File: src/rtl/pc_gen_if.sv
// Fetch-stage PC interface: hazard/redirect controls in, fetch address and status out.
// The bench or core-side driver uses master; pc_gen uses slave.
interface pc_gen_if #(
    parameter int ADDR_W = 32
);
    logic              pc_write;
    logic              br_taken;
    logic [ADDR_W-1:0] br_target;
    logic              jmp_taken;
    logic [ADDR_W-1:0] jmp_target;
    logic              exc_req;
    logic              eret_req;
    logic [ADDR_W-1:0] epc_in;
    logic [ADDR_W-1:0] pc_out;
    logic [ADDR_W-1:0] pc_plus;
    logic              redirect_pending;
    logic              misalign;

    modport master (
        output pc_write, br_taken, br_target, jmp_taken, jmp_target,
               exc_req, eret_req, epc_in,
        input  pc_out, pc_plus, redirect_pending, misalign
    );

    modport slave (
        input  pc_write, br_taken, br_target, jmp_taken, jmp_target,
               exc_req, eret_req, epc_in,
        output pc_out, pc_plus, redirect_pending, misalign
    );
endinterface

File: src/rtl/pc_gen.sv
// Fetch-stage program counter with prioritised redirects, stall hold and a
// pending-redirect register so a redirect seen during a stall is never lost.
module pc_gen #(
    parameter int          ADDR_W    = 32,
    parameter logic [31:0] RESET_VEC = 32'h0000_0000,
    parameter logic [31:0] EXC_VEC   = 32'h8000_0180,
    parameter int          INC       = 4
) (
    input  logic   clk,
    input  logic   rst_n,
    pc_gen_if.slave bus
);
    localparam logic [ADDR_W-1:0] RST_T = ADDR_W'(RESET_VEC);
    localparam logic [ADDR_W-1:0] EXC_T = ADDR_W'(EXC_VEC);
    localparam logic [ADDR_W-1:0] INC_T = ADDR_W'(INC);

    typedef enum logic {IDLE, HOLD} state_t;
    // Encoding order is the priority order, so class comparison is a plain >=.
    typedef enum logic [1:0] {CLS_JMP = 2'd0, CLS_BR = 2'd1, CLS_ERET = 2'd2, CLS_EXC = 2'd3} cls_t;

    function automatic logic [ADDR_W-1:0] wrap_add(input logic [ADDR_W-1:0] a,
                                                  input logic [ADDR_W-1:0] b);
        return a + b;
    endfunction

    state_t            state_q, state_d;
    cls_t              hold_cls_q, hold_cls_d;
    logic [ADDR_W-1:0] hold_tgt_q, hold_tgt_d;
    logic [ADDR_W-1:0] pc_q, pc_d;
    logic [ADDR_W-1:0] pc_plus;
    logic              live_vld;
    cls_t              live_cls;
    logic [ADDR_W-1:0] live_tgt;
    logic              take_live;

    assign pc_plus              = wrap_add(pc_q, INC_T);
    assign bus.pc_out           = pc_q;
    assign bus.pc_plus          = pc_plus;
    assign bus.redirect_pending = (state_q == HOLD);
    assign bus.misalign         = |pc_q[1:0];

    always_comb begin
        live_vld = bus.exc_req | bus.eret_req | bus.br_taken | bus.jmp_taken;
        live_cls = CLS_JMP;
        live_tgt = bus.jmp_target;
        if (bus.exc_req) begin
            live_cls = CLS_EXC;
            live_tgt = EXC_T;
        end else if (bus.eret_req) begin
            live_cls = CLS_ERET;
            live_tgt = bus.epc_in;
        end else if (bus.br_taken) begin
            // A branch in EX is older than a jump in ID; the jump is on its wrong path.
            live_cls = CLS_BR;
            live_tgt = bus.br_target;
        end
    end

    assign take_live = live_vld && (live_cls >= hold_cls_q);

    always_comb begin
        state_d    = state_q;
        pc_d       = pc_q;
        hold_tgt_d = hold_tgt_q;
        hold_cls_d = hold_cls_q;
        if (bus.exc_req) begin
            // Exceptions flush the front end regardless of the stall.
            pc_d       = EXC_T;
            state_d    = IDLE;
            hold_cls_d = CLS_JMP;
        end else if (state_q == IDLE) begin
            if (bus.pc_write) begin
                pc_d = live_vld ? live_tgt : pc_plus;
            end else if (live_vld) begin
                hold_tgt_d = live_tgt;
                hold_cls_d = live_cls;
                state_d    = HOLD;
            end
        end else begin
            if (bus.pc_write) begin
                pc_d       = take_live ? live_tgt : hold_tgt_q;
                state_d    = IDLE;
                hold_cls_d = CLS_JMP;
            end else if (take_live) begin
                hold_tgt_d = live_tgt;
                hold_cls_d = live_cls;
            end
        end
    end

    always_ff @(posedge clk or negedge rst_n) begin
        if (!rst_n) begin
            state_q    <= IDLE;
            hold_cls_q <= CLS_JMP;
            pc_q       <= RST_T;
        end else begin
            state_q    <= state_d;
            hold_cls_q <= hold_cls_d;
            pc_q       <= pc_d;
        end
    end

    // Held target is only meaningful while state_q == HOLD, so it needs no reset.
    always_ff @(posedge clk) begin
        hold_tgt_q <= hold_tgt_d;
    end
endmodule

File: src/flat_wrapper.sv
// flat-port wrapper written by rule: the top's interface ports become plain ports
module pc_gen_flat 
#(
    parameter int          ADDR_W    = 32,
    parameter logic [31:0] RESET_VEC = 32'h0000_0000,
    parameter logic [31:0] EXC_VEC   = 32'h8000_0180,
    parameter int          INC       = 4
)
  (clk, rst_n, bus_pc_write, bus_br_taken, bus_br_target, bus_jmp_taken, bus_jmp_target, bus_exc_req, bus_eret_req, bus_epc_in, bus_pc_out, bus_pc_plus, bus_redirect_pending, bus_misalign);
  pc_gen_if #(.ADDR_W(ADDR_W)) bus_i ();
  input  logic clk;
  input  logic rst_n;
  input wire logic [$bits(bus_i.pc_write)-1:0] bus_pc_write;
  input wire logic [$bits(bus_i.br_taken)-1:0] bus_br_taken;
  input wire logic [$bits(bus_i.br_target)-1:0] bus_br_target;
  input wire logic [$bits(bus_i.jmp_taken)-1:0] bus_jmp_taken;
  input wire logic [$bits(bus_i.jmp_target)-1:0] bus_jmp_target;
  input wire logic [$bits(bus_i.exc_req)-1:0] bus_exc_req;
  input wire logic [$bits(bus_i.eret_req)-1:0] bus_eret_req;
  input wire logic [$bits(bus_i.epc_in)-1:0] bus_epc_in;
  output wire logic [$bits(bus_i.pc_out)-1:0] bus_pc_out;
  output wire logic [$bits(bus_i.pc_plus)-1:0] bus_pc_plus;
  output wire logic [$bits(bus_i.redirect_pending)-1:0] bus_redirect_pending;
  output wire logic [$bits(bus_i.misalign)-1:0] bus_misalign;
  assign bus_i.pc_write = bus_pc_write;
  assign bus_i.br_taken = bus_br_taken;
  assign bus_i.br_target = bus_br_target;
  assign bus_i.jmp_taken = bus_jmp_taken;
  assign bus_i.jmp_target = bus_jmp_target;
  assign bus_i.exc_req = bus_exc_req;
  assign bus_i.eret_req = bus_eret_req;
  assign bus_i.epc_in = bus_epc_in;
  assign bus_pc_out = bus_i.pc_out;
  assign bus_pc_plus = bus_i.pc_plus;
  assign bus_redirect_pending = bus_i.redirect_pending;
  assign bus_misalign = bus_i.misalign;
  pc_gen #(.ADDR_W(ADDR_W), .RESET_VEC(RESET_VEC), .EXC_VEC(EXC_VEC), .INC(INC)) u_core (.clk(clk), .rst_n(rst_n), .bus(bus_i));
endmodule
File: config.mk
export PLATFORM = sky130hd
export DESIGN_NAME = pc_gen_flat
export DESIGN_NICKNAME = d
export VERILOG_FILES = /design/src/rtl/pc_gen_if.sv /design/src/rtl/pc_gen.sv /design/src/flat_wrapper.sv
export SDC_FILE = /design/constraint.sdc
export NUM_CORES = 1
export LEC_CHECK = 0
export CAP_MARGIN = 0
export CORE_MARGIN = 2
export CORE_UTILIZATION = 35
export CTS_CLUSTER_DIAMETER = 150
export DETAILED_ROUTE_END_ITERATION = 6
export GPL_TIMING_DRIVEN = 0
export PLACE_DENSITY = 0.67
export SYNTH_ARGS = -nofsm -noshare
export SYNTH_HDL_FRONTEND = slang
export SYNTH_SLANG_ARGS = --single-unit
File: constraint.sdc
create_clock -name clk -period 2.6 [get_ports clk]
set_input_delay 0.52 -clock clk [delete_from_list [all_inputs] [get_ports clk]]
set_output_delay 0.52 -clock clk [all_outputs]
set_load 0.03 [all_outputs]
After elaboration in Yosys (flattened, before gate mapping)

Index checks and enable logic that the tools add are counted.

Add/sub/neg operators: 1
$lt $le $gt $ge: 1
Eq/ne operators: 2
Mux-type cells: 26
Bitwise gates (word level): 5
Reduce and logical (&&, ||, !) cells: 7

Operators with widths:

| operator                                                                 | number |
|---|---|
| 32-bit two-way mux                                                       | 12 |
| 32-bit by 3-bit adder with 32-bit output (second input constant)         | 1 |
| 2-bit two-way mux                                                        | 8 |
| 1-bit two-way mux                                                        | 6 |
| 3-bit AND reduction                                                      | 2 |
| 4-bit inequality test (second input constant)                            | 1 |
| 2-bit nonzero test                                                       | 2 |
| 3-bit by 1-bit inequality test with 1-bit output (second input constant) | 1 |
| 1-bit OR                                                                 | 3 |
| 3-bit nonzero test                                                       | 1 |
| 2-bit greater-or-equal comparator                                        | 1 |
| 1-bit inverter                                                           | 2 |
| 2-bit OR reduction                                                       | 1 |
| 1-bit logical AND                                                        | 1 |

Flip-flop bits (word level): 67
Bits of input ports: 103
Output and inout bits: 66
Word-level logic and storage cells: 46

Logic depth before layout (Yosys ltp)

Depth after elaboration: 9
Mapped depth: 11

Least setup slack after synthesis

No wires, ideal clock.

Path type: input to register
Start point: in bus_pc_write
End point: reg u_core.hold_tgt_q[0], enable pin
Library setup time: 0.421 ns
Arrival time: 2.737 ns
Slack: -0.559 ns
Stages: 5
Path buffers: 2
Cells stage by stage: clkbuf_1 -> inv_1 -> clkbuf_1 -> nand2_1 -> nor2_1

Longest elaborated chain between the ends: 2

RTL lines:

| item                                 | line               | source |
|---|---|---|
| from (decl)                          | flat_wrapper.sv:13 | `input wire logic [$bits(bus_i.pc_write)-1:0] bus_pc_write;` |
| 1-bit inverter (no source line)      | n/a                |  |
| 3-bit AND reduction (no source line) | n/a                |  |
| to (signal assigned)                 | pc_gen.sv:105      | `hold_tgt_q <= hold_tgt_d;` |
| to (decl)                            | pc_gen.sv:28       | `logic [ADDR_W-1:0] hold_tgt_q, hold_tgt_d;` |

No other way between the ends.
A chain may end at the register's enable or synchronous reset.

Worst setup path after layout

Start point: reg u_core.pc_q[2], in the netlist u_core.bus.pc_out[2]
End point: out bus_pc_plus[28]

Longest elaborated chain between the ends: 1

RTL lines:

| item                                     | line               | source |
|---|---|---|
| from (decl)                              | pc_gen.sv:29       | `logic [ADDR_W-1:0] pc_q, pc_d;` |
| from (signal assigned)                   | pc_gen.sv:99       | `pc_q <= pc_d;` |
| 32-bit by 3-bit adder with 32-bit output | pc_gen.sv:23       | `return a + b;` |
| to (decl)                                | flat_wrapper.sv:22 | `output wire logic [$bits(bus_i.pc_plus)-1:0] bus_pc_plus;` |

No other way between the ends.

==> run_results.csv <==
group,metric,value,unit
finish,post_layout_nonfiller_instances,1003,
timing,slew_headroom,0.452,
detailed_routing,ant_nets,0,
finish,diodes,0,
critical_path,critPathArrivalTime,2.32,ns
clock_network,clk_latency,0.34,ns
clock_network,cts.sinks,67,
finish,fin_util,0.599,
grt,grt_usage,0.296,
yosys,synthTopCellsByArea,"edfxtp_1, dfrtp_1, mux2i_1, o21ai_0, nand2_1",
finish,fillers,1214,
outcome,status,"complete, but fails checks",
power,finalPower,3.64,mW
critical_path,path_class,"reg -> out",
critical_path,max_stage_delay,0.58,ns
power,netSwitchingFraction,0.321,
yosys,avgSynthCellArea,8.56,um2
clock_network,cts_tree,"built",
floorplanning,rows,43,
yosys,ys_types,66,
outcome,violations,"DRC, setup timing",
grt,grt_antenna_before_repair,0,
finish,seqCellArea,0.00186,mm2
timing,hold_viol,0,
power,power_frac_seq,0.353,
finish,multi_input_area,0.00323,mm2
grt,grt_overflow_total,0,
timing,slew_viol_final,0,
floorplanning,dieArea,0.0149,mm2
run,max-cap-violations,0,
floorplanning,core_area,0.0137,mm2
floorplanning,start_util,0.355,
detailed_routing,num_vias,5911,
timing,skew,0.00648,ns
finish,layout-drive-gt1-share,0.287,
placed_design,dp.cells,914,
yosys,synthFlopType,"dfrtp_1",
finish,final_nets,924,
detailed_routing,drtIter0Drc,644,
power,comb_power_share,0.311,
critical_path,path_cells,"ha_4 > nand3_4 > or4_4 > o31a_4 > or2_4 > buf_6",
clock_network,clockBufferDepth,2,
power,peakVddDrop,0.299,mV
timing,period_needed,2.84,ns
floorplanning,die_w,122,um
floorplanning,io_pins,169,
placed_design,gp_congestion,0.897,
placed_design,place_ws,-1.29,ns
timing,hold_ws,0.0745,ns
timing,rsz0062_at_grt,"yes",
detailed_routing,vias_per_cell,5.89,
timing,tns,-1.22,ns
detailed_routing,wirelength,22300,um
clock_network,htree_levels,3,
critical_path,crit_slowest_cell,"or4_4",
yosys,synth_edf_count,32,
clock_network,hold_buffers,0,
clock_network,cts_made_buffers,9,
yosys,syn_inst,569,
yosys,syn-num-nets,675,
floorplanning,die_h,122,um
finish,area_growth,68.6,%
grt,grt_max_degree,24,
yosys,synth.largest_area_cell,"edfxtp_1",
clock_network,cts-root-buf,"clkbuf_16",
yosys,seq_area_frac_synth,0.377,
power,power.internal,2.48,mW
power,power_frac_clock,0.336,
yosys,yosysWarningCount,0,
placed_design,place_area,0.00694,mm2
yosys,async_flop_share,0.522,
critical_path,crit_required,2.08,ns
timing,setup_violations,13,
placed_design,io_buffer_count,164,
grt,grt_pass1_wl,32800,um
grt,grt_pass1_vias,5693,
detailed_routing,firstDrtPassIters,7,
hold_path,hp-class,"in -> async",
critical_path,end_kind,"output pin",
detailed_routing,wl_per_cell,22.2,um
timing,worst-slew-pin-transition,0.822,ns
yosys,synth_top_area_frac,0.197,
power,p_sw,1.17,mW
critical_path,path_max_fanout,5,
timing,period_share,1.09,
placed_design,hpwl,15600,um
yosys,syn-cell-area,0.00487,mm2
timing,fin_ws,-0.240,ns
finish,design_area,0.00821,mm2
power,p_per_area,444,mW/mm2
yosys,synth_seq_cells,67,
critical_path,crit_path_start_kind,"register",
clock_network,clkTransAtPathRegs,0.06,ns
detailed_routing,drc,10,
power,p_leak,3.35,nW
timing,max_freq,352,MHz
==> cells in the mapped netlist, types with 5 or more instances <==
master     number
a32o_1          8
clkbuf_1       33
edfxtp_1       32
dfrtp_1        35
mux2i_1        32
nand4_1        10
nor2_1         39
nor3_1         18
buf_2           9
o21ai_0        62
nand3_1        23
nand2_1        80
xnor2_1        17
o2111ai_1       6
a21o_1          5
a21oi_1        21
a31oi_1         9
mux2_2         11
xor2_1         10
inv_1          13
nor4_1         11
a211oi_1        6
==> cell usage in the layout (no fill, tap or decap), drive strengths merged, types with 11 or more instances in the layout <==
cell type	instances
nand4	11
nor2	40
inv	12
nor3	18
edfxtp	32
a21oi	21
mux2i	32
dfrtp	35
nor4	11
o21ai	63
clkbuf	47
nand3	23
buf	110
clkdlybuf4s50	136
mux2	11
nand2	80
xnor2	17
==> repair_timing <==
item | in CTS | in global routing
gates resized for setup | 179 | 70
cloned | 1 | 0
pin swaps | 20 | 19
endpoints found under the hold margin | 0 | 0
setup endpoints to repair | 124 | 74
buffers inserted | 55 | 28
==> routing by layer <==
layer  track usage  share of wire  vias up
met5             0              0        -
met4         0.108          0.029        0
met3        0.0637           0.10       55
met2         0.481           0.47      407
met1         0.389           0.40     2822
li1              -              -     2627
==> cells by family (layout without fill, tap and decap cells) <==
family / count (synthesis) / after routing / share of synthesized area
AND/OR/NAND/NOR: 211 / 212 / 0.208
adder cells (fa/ha/maj): 3 / 3 / 0.00770
multiplexers: 43 / 43 / 0.0912
buffers and inverters: 60 / 313 / 0.0516
XOR/XNOR: 27 / 27 / 0.0485
flip-flops: 67 / 67 / 0.377
AO/OA/AOI/OAI: 158 / 158 / 0.216
==> layout make-up <==
class,count,share of cell area
Multi-Input combinational cell,443,0.393
Inverter,13,0.00640
Buffer,40,0.0288
Timing Repair Buffer,244,0.282
Clock buffer,15,0.0350
Clock inverter,1,0.000609
Tap cell,180,0.0274
Sequential cell,67,0.227
==> final timing paths <==
kind	slack [ns]	end	cells after the start	start
hold / removal	0.07	u_core.bus.pc_out[12]$_DFFE_PN0P_	1	rst_n
setup reg to reg	0.25	u_core.bus.pc_out[16]$_DFFE_PN0P_	6	u_core.bus.redirect_pending$_DFF_PN0_
min in group clk	0.55	u_core.bus.pc_out[8]$_DFFE_PN0P_	2	u_core.hold_tgt_q[8]$_DFFE_PP_
hold reg to reg	0.55	u_core.bus.pc_out[8]$_DFFE_PN0P_	2	u_core.hold_tgt_q[8]$_DFFE_PP_
max in group asynchronous	2.05	u_core.bus.pc_out[2]$_DFFE_PN0P_	2	rst_n
setup / recovery	-0.24	bus_pc_plus[28]	6	u_core.bus.pc_out[2]$_DFFE_PN0P_
==> power by group through the flow <==
stage | clock network (mW) | logic [mW] | registers, mW
6_report | 1.23 | 1.13 | 1.29
5_1_grt | 1.27 | 1.20 | 1.29
4_1_cts | 1.22 | 1.08 | 1.28
3_5_place_dp | 0 | 1.02 | 1.30
3_3_place_gp | 0 | 1.01 | 1.30
2_1_floorplan | 0 | 0.475 | 1.36
==> registers in the layout, summed over array words and instances, names as in the netlist <==
signal	cells
u_core.bus.pc_out	32
u_core.hold_tgt_q	32
u_core.hold_cls_q	2
u_core.bus.redirect_pending	1
==> worst max-delay path: cells and delay by family, from the launching register on <==
family | cells | cell delay, ns
DFF | 1 | 0.40
and+or+nand+nor | 3 | 0.92
adders and majority gates | 1 | 0.16
AOI/OAI and AO/OA | 1 | 0.36
buffers and inverters | 1 | 0.14
Note: power is estimated with default switching activity, not from simulation.
